File: config.mk
export PLATFORM = sky130hd
export DESIGN_NAME = pipe_skid_reg
export DESIGN_NICKNAME = d
export VERILOG_FILES = /design/src/rtl/dorv_pipe_pkg.sv /design/src/rtl/pipe_perf_cnt.sv /design/src/rtl/pipe_skid_reg.sv
export SDC_FILE = /design/constraint.sdc
export NUM_CORES = 1
export LEC_CHECK = 0
export ABC_AREA = 1
export BUFFER_PORTS_ARGS = -buffer_cell sky130_fd_sc_hd__buf_2
export CAP_MARGIN = 30
export CORE_ASPECT_RATIO = 1.75
export CORE_MARGIN = 2
export CORE_UTILIZATION = 53
export DETAILED_ROUTE_END_ITERATION = 10
export PLACE_DENSITY = 0.85
export SLEW_MARGIN = 20
export SYNTH_ARGS = -nofsm -noshare
export SYNTH_HDL_FRONTEND = slang
export SYNTH_SLANG_ARGS = --single-unit
File: constraint.sdc
create_clock -name clock -period 1.8 [get_ports clock]
set_clock_uncertainty 0.2 [all_clocks]
set_input_delay 0.54 -clock clock [delete_from_list [all_inputs] [get_ports clock]]
set_output_delay 0.54 -clock clock [all_outputs]
set_load 0.01 [all_outputs]
File: src/rtl/dorv_pipe_pkg.sv
// Shared types and constants for dOrv32 pipeline stage boundary registers.
package dorv_pipe_pkg;

  // Encoding is {skid_valid, main_valid} so each handshake output is a state bit.
  typedef enum logic [1:0] {
    EMPTY = 2'b00,
    ONE   = 2'b01,
    TWO   = 2'b11
  } stage_state_e;

  localparam logic [31:0] NOP = 32'h0000_0013;

  localparam int PERF_CNT_W = 32;

endpackage

File: src/rtl/pipe_perf_cnt.sv
// Saturating event counter with increment enable and synchronous clear.
// Only built when PIPE_SKID_REG_PERF_EN is defined.
`ifdef PIPE_SKID_REG_PERF_EN
module pipe_perf_cnt #(
  parameter int W = 32
) (
  input  logic         clock,
  input  logic         clear,
  input  logic         inc,
  output logic [W-1:0] cnt
);

  always_ff @(posedge clock) begin
    if (clear) begin
      cnt <= '0;
    end else if (inc && (cnt != {W{1'b1}})) begin
      cnt <= cnt + 1'b1;
    end
  end

endmodule
`endif

File: src/rtl/pipe_skid_reg.sv
// Pipeline stage register with 2-entry skid buffer and synchronous flush.
// Optional PIPE_SKID_REG_PERF_EN adds saturating stall/full counters.
module pipe_skid_reg
  import dorv_pipe_pkg::*;
#(
  parameter int          WIDTH       = 32,
  parameter logic [31:0] RESET_VALUE = NOP
) (
  input  logic                  clock,
  input  logic                  reset,
  input  logic                  flush,
  input  logic                  in_valid,
  output logic                  in_ready,
  input  logic [WIDTH-1:0]      in_data,
  output logic                  out_valid,
  input  logic                  out_ready,
  output logic [WIDTH-1:0]      out_data,
`ifdef PIPE_SKID_REG_PERF_EN
  output logic [PERF_CNT_W-1:0] stall_cnt,
  output logic [PERF_CNT_W-1:0] full_cnt,
`endif
  output stage_state_e          state_dbg
);

  localparam logic [WIDTH-1:0] RST_V = WIDTH'(RESET_VALUE);

  // Handshake: a transfer happens on a rising edge where valid & ready are both
  // high; valid never depends on ready, and in_ready/out_valid are flop outputs.
  stage_state_e     state_q, state_d;
  logic [WIDTH-1:0] main_q, main_d;
  logic [WIDTH-1:0] skid_q, skid_d;
  logic             in_fire, out_fire;

  assign in_ready  = ~state_q[1];
  assign out_valid = state_q[0];
  assign out_data  = main_q;
  assign state_dbg = state_q;

  assign in_fire  = in_valid & in_ready;
  assign out_fire = out_valid & out_ready;

  always_ff @(posedge clock) begin
    if (reset) begin
      state_q <= EMPTY;
      main_q  <= RST_V;
      skid_q  <= RST_V;
    end else begin
      state_q <= state_d;
      main_q  <= main_d;
      skid_q  <= skid_d;
    end
  end

  always_comb begin
    state_d = state_q;
    main_d  = main_q;
    skid_d  = skid_q;
    if (flush) begin
      // Accepted input in this cycle is dropped along with the stage contents.
      state_d = EMPTY;
      main_d  = RST_V;
    end else begin
      unique case (state_q)
        ONE: begin
          if (in_fire && out_fire) begin
            main_d = in_data;
          end else if (in_fire) begin
            state_d = TWO;
            skid_d  = in_data;
          end else if (out_fire) begin
            state_d = EMPTY;
          end
        end
        TWO: begin
          if (out_fire) begin
            state_d = ONE;
            main_d  = skid_q;
          end
        end
        default: begin
          // EMPTY, and the unreachable {skid, !main} pattern behaves as EMPTY.
          if (in_fire) begin
            state_d = ONE;
            main_d  = in_data;
          end else begin
            state_d = EMPTY;
          end
        end
      endcase
    end
  end

`ifdef PIPE_SKID_REG_PERF_EN
  pipe_perf_cnt #(.W(PERF_CNT_W)) u_stall_cnt (
    .clock (clock),
    .clear (reset),
    .inc   (out_valid & ~out_ready),
    .cnt   (stall_cnt)
  );

  pipe_perf_cnt #(.W(PERF_CNT_W)) u_full_cnt (
    .clock (clock),
    .clear (reset),
    .inc   (state_q == TWO),
    .cnt   (full_cnt)
  );
`endif

endmodule

After elaboration in Yosys (flattened, before gate mapping)
Index checks and enable logic that the tools add are counted.
{"block": "op_classes", "eq_ne": 6, "mux": 10, "reduce_logical": 6, "n_bitwise": 5}
{"op": "2-to-1 mux 32 bit", "n": 3}
{"op": "case mux 32 bit (2 select lines)", "n": 1}
{"op": "2-to-1 mux 2 bit", "n": 4}
{"op": "inequality test 2 bit, second input constant", "n": 3}
{"op": "AND reduction 3 bit", "n": 2}
{"op": "case mux 2 bit (2 select lines)", "n": 1}
{"op": "AND reduction 4 bit", "n": 1}
{"op": "inequality test 3 bit, second input constant", "n": 1}
{"op": "inverter 1 bit", "n": 3}
{"op": "nonzero test 3 bit", "n": 1}
{"op": "AND 1 bit", "n": 2}
{"op": "equality test 2 x 1 -> 1 bit, second input constant", "n": 1}
{"op": "equality test 2 bit, second input constant", "n": 1}
{"op": "OR reduction 2 bit", "n": 1}
{"op": "logical AND 1 bit", "n": 1}
{"op": "2-to-1 mux 1 bit", "n": 1}
{"block": "totals", "word_cells": 30, "reg_bits": 66}

Depth between registers and ports, before layout
Gate-level depths: netlist of the first run.
{"block": "logic_depth", "ltp_word": 5, "depth_mapped": 9}

Worst setup path after synthesis of the first run
OpenSTA, ideal clock, no wires.
{"block": "synth_timing", "path_kind": "input to register", "startpoint": "in reset", "endpoint": "reg main_q[0] (netlist: out_data[0])", "required_time_ns": 1.477, "t_arrival_ns": 1.162, "stages": 5, "n_path_buf": 1, "setup_slack_ns": 0.315, "setup_time_ns": 0.123, "cell_sequence": "inv_1 -> nand2_1 -> inv_2 -> buf_2 -> nand3_1"}
{"block": "synth_via", "elab_chain_len": 1}
{"item": "start: declaration", "line_no": "pipe_skid_reg.sv:10", "text": "input logic reset,"}
{"item": "OR reduction 2 bit (no source line)"}
{"item": "end signal: assignment", "line_no": "pipe_skid_reg.sv:49", "text": "main_q <= main_d;"}
{"item": "end: declaration", "line_no": "pipe_skid_reg.sv:30", "text": "logic [WIDTH-1:0] main_q, main_d;"}
Every way passes these cells.
A chain may end at the register's enable or synchronous reset.

Worst setup path in the final report of the first run
{"block": "layout_timing", "startpoint": "reg state_q[1] (netlist: state_dbg[1])", "endpoint": "out in_ready"}
{"block": "layout_via", "elab_chain_len": 1}
{"item": "start: declaration", "line_no": "pipe_skid_reg.sv:29", "text": "stage_state_e state_q, state_d;"}
{"item": "start signal: assignment", "line_no": "pipe_skid_reg.sv:48", "text": "state_q <= state_d;"}
{"item": "inverter 1 bit", "line_no": "pipe_skid_reg.sv:34", "text": "assign in_ready = ~state_q[1];"}
{"item": "end: declaration", "line_no": "pipe_skid_reg.sv:13", "text": "output logic in_ready,"}
Every way passes these cells.

==> run_results.csv, run 1 <==
group,metric,value,unit
synthesis,ys.flop_type,"dfxtp_1",
pwr,p_sw,0.000764,W
synthesis,seq_area_frac_synth,0.443,
floorplan,die_area,6270,µm²
grt,grt_max_degree,33,
cells_and_area,n_antenna_cell,0,
detailed_routing,antenna_left,0,
synthesis,ys_seq_elements,66,
detailed_routing,wl_met3,372,µm
sta,fmax,0.583,GHz
clock_tree,cts_tree,"built",
pwr,vdd_drop_max,638,µV
synthesis,synth.most_common_cell,"nand2_1",
clock_tree,postCtsSetupBuffers,0,
grt,antenna_found_initial,0,
sta,setup_violations,0,
sta,slew_violations,0,
status,status,"finished, final reports clean",
run,maxCapViolCount,0,
pwr,clockPowerShare,0.381,
detailed_routing,vias,2939,
setup_path,crit_type,"flip-flop to output port",
clock_tree,clock_latency,0.35,ns
cells_and_area,num-fill-cells,526,
synthesis,synth_cells,448,
sta,hold_violations,0,
pwr,power_frac_comb,0.112,
pwr,p_per_area,846,nW/µm²
clock_tree,cts_sinks,66,
clock_tree,path_clk_slew,0.07,ns
detailed_routing,met2RoutedLength,3800,µm
detailed_routing,top_layer_used,"met4",
floorplan,start_util,0.543,
detailed_routing,dr.pass1.iters,4,
detailed_routing,drcViolationCount,0,
synthesis,syn-cell-area,2980,µm²
synthesis,synth_top_cell_area_share,0.443,
pwr,total_power,0.00301,W
detailed_routing,via_per_inst,4.91,
detailed_routing,drt-total-wl,7030,µm
sta,worst_pin_slew,0.454,ns
synthesis,synthArstFlopShare,0,
setup_path,worstPathCellList,"inv_2 -> buf_2",
setup_path,cp-end-kind,"output port",
sta,rsz0062_at_grt,"false",
setup_path,slowest_delay,0.42,ns
synthesis,synth_area_per_cell,6.66,µm²
grt,grt-ovfl-total,0,
placed_design,io_buffers,72,
synthesis,yosys-top-cells-count,"122 x nand2_1, 118 x nor2_1, 66 x dfxtp_1",
setup_path,worst_ep_required_time,1.06,ns
placed_design,gp_congestion,0.819,
clock_tree,cts_max_path_buffers,2,
clock_tree,htree_levels,3,
synthesis,synth_cell_types,19,
detailed_routing,met1_length,2630,µm
synthesis,synth_edf_count,0,
sta,fin_crit,1.72,ns
floorplan,io_pins,73,
clock_tree,clockRootBuffer,"clkbuf_8",
floorplan,die_w,60.7,µm
sta,fin_crit_sh,0.953,
placed_design,dp_hpwl,4830,µm
hold_path,hold_path_class,"input port to flip-flop",
sta,max_slew_margin,0.697,
clock_tree,numCtsBuffers,9,
synthesis,synth_top_cell_by_area,"dfxtp_1",
sta,tns,0,ns
cells_and_area,drive_gt1_frac,0.216,
pwr,swShare,0.254,
setup_path,critPathMaxFanout,6,
grt,grtUsageTotal,0.240,
setup_path,crit_path_start_kind,"flip-flop",
grt,grt_pass1_wl,11200,µm
floorplan,core-area,5500,µm²
cells_and_area,nets,555,
pwr,power_leakage,1.83,nW
cells_and_area,area_growth,19.3,%
pwr,seq_power_share,0.507,
setup_path,arrival,0.98,ns
floorplan,fp.dieH,103,µm
setup_path,cp_slowest_cell,"dfxtp_2",
detailed_routing,drt-wirelength-per-cell,11.7,µm
synthesis,yosysWarnings,0,
grt,grt_pass1_vias,2639,
setup_path,path_buf_inv,2,
synthesis,syn-num-nets,485,
detailed_routing,first_iter_violations,130,
setup_path,cp_top_family,"flip-flops",
floorplan,num_rows,36,
pwr,p_int,0.00225,W
synthesis,ys_top_cells_by_area,"dfxtp_1 44%, nand2_1 15%, nor2_1 15%, nand3_1 6.4%, o21ai_0 4.0%",
## sequential cells by signal (all words and copies together) (netlist names), named ones only
register / flops
out_data: 32
skid_q: 32
state_dbg: 1
## final cells by class
| cell class | instances | area, µm² | area share |
|---|---|---|---|
| Clock buffer | 14 | 173 | 0.0485 |
| Clock inverter | 2 | 10.0 | 0.00281 |
| Inverter | 32 | 120 | 0.0337 |
| Multi-Input combinational cell | 322 | 1350 | 0.380 |
| Sequential cell | 66 | 1320 | 0.372 |
| Tap cell | 76 | 95.1 | 0.0267 |
| Timing Repair Buffer | 87 | 485 | 0.136 |
## cells by family (layout without fill, tap and decap cells)
| logic type | after synthesis | in the layout | synth area share |
|---|---|---|---|
| AND/OR/NAND/NOR | 284 | 284 | 0.383 |
| AO/OA/AOI/OAI | 38 | 38 | 0.0704 |
| buffers and inverters | 60 | 135 | 0.104 |
| flip-flops | 66 | 66 | 0.443 |
## per-layer routing
layer	vias up	track usage
li1	1514	-
met1	1316	0.255
met2	89	0.411
met3	20	0.0721
met4	0	0.135
met5	-	0
## layout by cell type, fill, tap and decap left out
cell | netlist | layout
nand2_1 | 122 | 122
o21ai_1 | 6 | 6
a211oi_1 | 1 | 1
nand2_2 | 2 | 2
nand3_1 | 38 | 38
inv_1 | 28 | 28
nor2_1 | 118 | 118
o21bai_1 | 7 | 7
clkbuf_8 | 0 | 12
buf_4 | 4 | 14
clkinv_2 | 0 | 2
inv_2 | 4 | 4
buf_12 | 0 | 1
nand3_2 | 1 | 1
nor2_2 | 1 | 1
nand2_4 | 2 | 2
buf_2 | 12 | 72
dfxtp_2 | 0 | 2
o21ai_0 | 24 | 24
dfxtp_1 | 66 | 64
clkbuf_1 | 3 | 2
## worst paths after layout
kind / endpoint / slack (ns) / cells after the start / from
hold reg to reg: out_data[4] / 0.27 / 2 / out_data[4]
hold / removal: skid_q[0] / 0.21 / 3 / in_data[0]
setup / recovery: in_ready / 0.08 / 2 / state_dbg[1]
setup reg to reg: out_data[7] / 0.35 / 8 / state_dbg[1]
## power groups by stage
stage / registers (W) / logic (W) / clock network, W
after floorplan: 0.00157 / 0.000200 / 0
after global placement: 0.00156 / 0.000332 / 0
after detailed placement: 0.00156 / 0.000336 / 0
after CTS: 0.00153 / 0.000340 / 0.00117
after global routing: 0.00153 / 0.000386 / 0.00123
final: 0.00153 / 0.000339 / 0.00115
## repair_timing
item | CTS | global route
hold buffers | 0 | 0
setup endpoints to repair | 1 | 2
gates resized for setup | 1 | 1
pin swaps | 0 | 0
cloned | 0 | 0
## metrics by stage
step,util,instances,hold slack (ns),setup slack [ns],area (µm²)
floorplan,-,448,0.243,0.315,2980
global placement,0.614,583,0.249,0.0912,3370
detailed placement,0.614,583,0.252,0.0434,3370
CTS,0.648,599,0.192,0.0141,3560
global route,0.648,599,0.220,0.0539,3560
finish,0.648,599,0.205,0.0841,3560
## worst min-delay path: cells and delay by family
family | cells | cell delay (ns)
buf+inv | 1 | 0.09
simple gates | 2 | 0.10
Note: power is estimated with default switching activity, not from simulation.
==> run 2, diff against run 1 <==
--- a/config.mk
+++ b/config.mk
@@ -10,9 +10,10 @@
 export CAP_MARGIN = 30
 export CORE_ASPECT_RATIO = 1.75
 export CORE_MARGIN = 2
-export CORE_UTILIZATION = 53
+export CORE_UTILIZATION = 54
+export CTS_BUF_LIST = sky130_fd_sc_hd__clkbuf_4
 export DETAILED_ROUTE_END_ITERATION = 10
-export PLACE_DENSITY = 0.85
+export PLACE_DENSITY = 0.87
 export SLEW_MARGIN = 20
 export SYNTH_ARGS = -nofsm -noshare
 export SYNTH_HDL_FRONTEND = slang
==> constraint.sdc (replaced) <==
create_clock -name clock -period 1.8 [get_ports clock]
set_clock_uncertainty 0.2 [all_clocks]
set_input_delay 0.09 -clock clock [delete_from_list [all_inputs] [get_ports clock]]
set_output_delay 0.09 -clock clock [all_outputs]
set_load 0.01 [all_outputs]
==> run_results.csv, run 2 (synthesis results as in run 1) <==
group,metric,value,unit
status,status,"finished, final reports clean",
placed_design,dp_hpwl,4770,µm
sta,tns,0,ns
clock_tree,cts_tree,"built",
floorplan,core-area,5300,µm²
grt,grt_max_degree,33,
detailed_routing,antenna_left,0,
pwr,vdd_drop_max,586,µV
placed_design,io_buffers,72,
detailed_routing,first_iter_violations,159,
clock_tree,cts_sinks,66,
detailed_routing,drt-total-wl,7310,µm
detailed_routing,via_per_inst,4.91,
detailed_routing,vias,3075,
floorplan,start_util,0.563,
setup_path,worst_ep_required_time,1.96,ns
setup_path,cp_slowest_cell,"dlygate4sd3_1",
pwr,p_per_area,709,nW/µm²
pwr,power_leakage,1.92,nW
sta,fmax,0.604,GHz
sta,max_slew_margin,0.642,
cells_and_area,final_util,0.718,
floorplan,num_rows,35,
run,maxCapViolCount,0,
setup_path,arrival,1.81,ns
cells_and_area,nets,586,
floorplan,die_area,6160,µm²
grt,grt_pass1_wl,12000,µm
setup_path,critPathMaxFanout,5,
clock_tree,clock_latency,0.41,ns
setup_path,worstPathCellList,"nand2_1 -> a211oi_1 -> dlygate4sd3_1",
clock_tree,path_clk_slew,0.11,ns
sta,worst_pin_slew,0.536,ns
cells_and_area,area_growth,27.5,%
setup_path,crit_path_start_kind,"flip-flop",
placed_design,gp_congestion,0.820,
cells_and_area,drive_gt1_frac,0.190,
setup_path,crit_type,"flip-flop to flip-flop",
sta,fin_crit_sh,0.919,
clock_tree,cts_resized,0,
cells_and_area,n_antenna_cell,0,
clock_tree,numCtsBuffers,9,
detailed_routing,dr.pass1.iters,4,
floorplan,io_pins,73,
grt,grtUsageTotal,0.255,
sta,fin_crit,1.66,ns
detailed_routing,drcViolationCount,0,
floorplan,fp.dieH,102,µm
clock_tree,cts_hold_buf,36,
clock_tree,postCtsSetupBuffers,0,
grt,antenna_found_initial,0,
detailed_routing,drt-wirelength-per-cell,11.7,µm
clock_tree,clockRootBuffer,"clkbuf_4",
sta,setup_violations,0,
sta,slew_violations,0,
clock_tree,cts_max_path_buffers,2,
grt,grt-ovfl-total,0,
floorplan,die_w,60.2,µm
sta,rsz0062_at_grt,"false",
grt,grt_pass1_vias,2837,
cells_and_area,layout.cells.most_common,"nand2_1",
cells_and_area,final_cell_mix,"122 x nand2_1, 118 x nor2_1, 72 x buf_2",
setup_path,cp-end-kind,"flip-flop",
hold_path,hold_path_class,"input port to flip-flop",
sta,hold_violations,0,
clock_tree,htree_levels,3,
setup_path,slowest_delay,0.57,ns
## run 2: path summary, 6_finish.rpt
path                                endpoint  cells past startpoint  slack (ns)        start
worst max-delay path            state_dbg[1]                      3        0.14    flip-flop
worst min-delay path            out_data[10]                      5        0.05        flush
worst min register to register   out_data[1]                      2        0.28  out_data[1]
worst max register to register  state_dbg[1]                      3        0.14    flip-flop
## run 2: area by class of cell
class                           count  area [µm²]
Inverter                           32         120
Sequential cell                    66        1320
Clock buffer                       10        75.1
Timing Repair Buffer              118         821
Fill cell                         430        1500
Multi-Input combinational cell    322        1350
Tap cell                           74        92.6
Clock inverter                      4        21.3
## run 2: layer usage
layer / part of all wire / GRT usage / vias to the layer above / routed length (µm)
met5: 0 / 0 / - / 0
met2: 0.53 / 0.452 / 86 / 3840
li1: - / - / 1574 / -
met4: 0.028 / 0.111 / 0 / 201
met1: 0.40 / 0.279 / 1397 / 2940
met3: 0.045 / 0.0595 / 18 / 326
## run 2: power by group
part           internal (W)  total, W  switching, W
logic              0.000183  0.000398      0.000215
registers           0.00150   0.00153     0.0000223
clock network      0.000275  0.000772      0.000496
total               0.00196   0.00270      0.000733
## run 2: worst max-delay path, delay by kind of cell (launching register included)
kind                   cells  cell delay, ns
buffers and inverters      1            0.57
flip-flops                 1            0.47
AO/OA/AOI/OAI              1            0.22
AND/OR/NAND/NOR            1            0.16
## run 2: through the flow
stage	std cells	hold WS (ns)	area, µm²	setup slack (ns)	total power (W)
6_report	626	0.0500	3800	0.145	0.00270
5_1_grt	626	0.0863	3800	0.0619	0.00283
4_1_cts	626	0.0269	3800	0.142	0.00271
3_5_place_dp	576	0.124	3350	0.287	0.00190
3_3_place_gp	576	0.119	3350	0.325	0.00189
2_1_floorplan	448	0.00322	2980	0.404	0.00177
==> run 3, diff against run 2 <==
--- a/config.mk
+++ b/config.mk
@@ -5,7 +5,7 @@
 export SDC_FILE = /design/constraint.sdc
 export NUM_CORES = 1
 export LEC_CHECK = 0
-export ABC_AREA = 1
+export ABC_AREA = 0
 export BUFFER_PORTS_ARGS = -buffer_cell sky130_fd_sc_hd__buf_2
 export CAP_MARGIN = 30
 export CORE_ASPECT_RATIO = 1.75
==> run_results.csv, run 3 <==
group,metric,value,unit
grt,grt-ovfl-total,0,
setup_path,cp_slowest_cell,"dlygate4sd3_1",
hold_path,hold_start,"out_data[0]",
detailed_routing,drt-wirelength-per-cell,15.2,µm
setup_path,cp-end-kind,"flip-flop",
setup_path,worstRegToRegCells,4,
cells_and_area,layout.cells.most_common,"buf_2",
synthesis,syn-num-nets,300,
pwr,p_per_area,772,nW/µm²
detailed_routing,antenna_left,0,
sta,fin_crit_sh,0.933,
synthesis,synth.most_common_cell,"dfxtp_1",
cells_and_area,drive_gt1_frac,0.280,
detailed_routing,first_iter_violations,51,
setup_path,slowest_delay,0.53,ns
run,maxCapViolCount,0,
synthesis,synth_area_per_cell,11.0,µm²
detailed_routing,drt-total-wl,6530,µm
synthesis,synth_top_cell_by_area,"dfxtp_1",
setup_path,crit_path_start_kind,"input port",
floorplan,io_pins,73,
sta,fmax,0.595,GHz
floorplan,start_util,0.556,
sta,setup_violations,0,
hold_path,min_to,"out_data[0]",
setup_path,r2r-end,"skid_q[23]",
placed_design,gp_congestion,0.758,
clock_tree,cts_max_path_buffers,2,
setup_path,crit_type,"input port to flip-flop",
sta,slew_violations,0,
floorplan,fp.dieH,101,µm
synthesis,synth_top_cell_area_share,0.456,
floorplan,num_rows,35,
synthesis,synth_edf_count,0,
clock_tree,clock_latency,0.42,ns
grt,grt_max_degree,65,
status,status,"finished, final reports clean",
clock_tree,path_clk_slew,0.11,ns
detailed_routing,via_per_inst,5.29,
cells_and_area,area_growth,31.7,%
synthesis,ys.flop_type,"dfxtp_1",
clock_tree,postCtsSetupBuffers,0,
setup_path,critPathMaxFanout,32,
clock_tree,numCtsBuffers,9,
grt,grt_pass1_vias,2319,
synthesis,syn-cell-area,2900,µm²
pwr,swShare,0.238,
setup_path,r2r_slack,0.12,ns
clock_tree,cts_resized,0,
clock_tree,htree_levels,3,
grt,grtUsageTotal,0.242,
sta,worst_pin_slew,0.483,ns
sta,tns,0,ns
clock_tree,cts_tree,"built",
synthesis,ys_top_cells_by_area,"dfxtp_1 46%, mux2i_1 21%, nand2b_1 13%, o2bb2ai_1 8.8%, buf_6 1.6%",
setup_path,worst_ep_required_time,1.93,ns
pwr,power_leakage,1.75,nW
hold_path,hold_depth,2,
cells_and_area,num-fill-cells,365,
setup_path,path_buf_inv,2,
floorplan,die_area,5990,µm²
detailed_routing,dr.pass1.iters,4,
sta,hold_violations,0,
cells_and_area,final_cell_mix,"72 x buf_2, 66 x dfxtp_1, 61 x mux2i_1",
synthesis,yosysWarnings,0,
cells_and_area,nets,407,
grt,grt_pass1_wl,10800,µm
setup_path,crit_cells,5,
setup_path,arrival,1.81,ns
grt,antenna_found_initial,0,
floorplan,core-area,5210,µm²
detailed_routing,drcViolationCount,0,
synthesis,synth_cells,263,
synthesis,synthArstFlopShare,0,
clock_tree,clockRootBuffer,"clkbuf_4",
pwr,seq_power_share,0.513,
pwr,clockPowerShare,0.383,
sta,max_slew_margin,0.678,
placed_design,placed_area,3280,µm²
pwr,p_sw,0.000699,W
pwr,power_frac_comb,0.104,
clock_tree,cts_sinks,66,
setup_path,worstPathCellList,"dlygate4sd3_1 -> buf_2 -> or2_2 -> nand3b_4 -> o2bb2ai_1",
setup_path,cp_top_family,"simple AND/OR/NAND/NOR gates",
synthesis,ys_seq_elements,66,
synthesis,yosys-top-cells-count,"66 x dfxtp_1, 61 x mux2i_1, 59 x nand2b_1",
placed_design,dp_hpwl,3950,µm
pwr,vdd_drop_max,678,µV
pwr,p_int,0.00224,W
sta,fin_crit,1.68,ns
placed_design,io_buffers,72,
synthesis,synth_cell_types,22,
cells_and_area,n_antenna_cell,0,
floorplan,die_w,59.4,µm
sta,rsz0062_at_grt,"false",
hold_path,hold_path_class,"flip-flop to flip-flop",
detailed_routing,vias,2276,
cells_and_area,finalInstanceArea,3810,µm²
synthesis,seq_area_frac_synth,0.456,
run 3: layout make-up:
type	instances	area [µm²]	share of cell area
clock buffers	10	75.1	0.0197
flip-flops and latches	66	1320	0.347
inverters	5	18.8	0.00492
multi-input cells	172	1430	0.375
clock inverters	6	91.3	0.0240
well taps	55	68.8	0.0181
repair buffers	116	808	0.212
run 3: what timing repair did:
action	4_1_cts	5_1_grt
hold endpoints to repair	66	0
setup endpoints to repair	0	0
hold buffers	37	0
run 3: metrics by stage:
step | setup WS, ns | hold WS (ns) | std cells | utilization | total power (W)
finish | 0.120 | 0.262 | 430 | 0.732 | 0.00294
global route | 0.0468 | 0.276 | 430 | 0.732 | 0.00305
CTS | 0.127 | 0.245 | 430 | 0.732 | 0.00296
detailed placement | 0.174 | 0.173 | 377 | 0.629 | 0.00178
global placement | 0.253 | 0.161 | 377 | 0.629 | 0.00178
floorplan | 0.273 | 0.0453 | 263 | - | 0.00168
run 3: kinds of logic (layout without fill, tap and decap cells):
family | count (synthesis) | count (layout) | synth area share
buffers and inverters | 25 | 137 | 0.0510
AOI/OAI and AO/OA | 35 | 35 | 0.106
muxes | 65 | 65 | 0.228
and+or+nand+nor | 72 | 72 | 0.159
DFF | 66 | 66 | 0.456
run 3: worst max path at each step:
stage / startpoint / end / slack [ns]
5_1_grt: flip-flop / skid_q[23] / 0.05
2_1_floorplan: state_dbg[1] / out_data[0] / 0.27
3_5_place_dp: flip-flop / skid_q[22] / 0.17
6_report: flush / out_data[31] / 0.12
4_1_cts: flip-flop / skid_q[23] / 0.13
3_3_place_gp: flip-flop / skid_q[16] / 0.25
run 3: metal layers:
metal / part of all wire / routed length [µm] / up-vias / GRT usage
li1: - / - / 1133 / -
met3: 0.036 / 233 / 11 / 0.0552
met2: 0.53 / 3450 / 56 / 0.413
met1: 0.41 / 2710 / 1076 / 0.277
met4: 0.020 / 133 / 0 / 0.108
met5: 0 / 0 / - / 0
run 3: worst register-to-register path, stage by stage, from the launching register on:
cell and delay (ns):
dfxtp_1 0.49, nand2b_4 0.13, nor3_4 0.26, buf_12 0.27, mux2i_1 0.26
run 3: power by group through the flow:
stage	Clock, W	Sequential, W	Combinational [W]
2_1_floorplan	0	0.00155	0.000132
3_3_place_gp	0	0.00154	0.000234
3_5_place_dp	0	0.00154	0.000242
4_1_cts	0.00115	0.00151	0.000304
5_1_grt	0.00120	0.00151	0.000334
6_report	0.00113	0.00151	0.000306
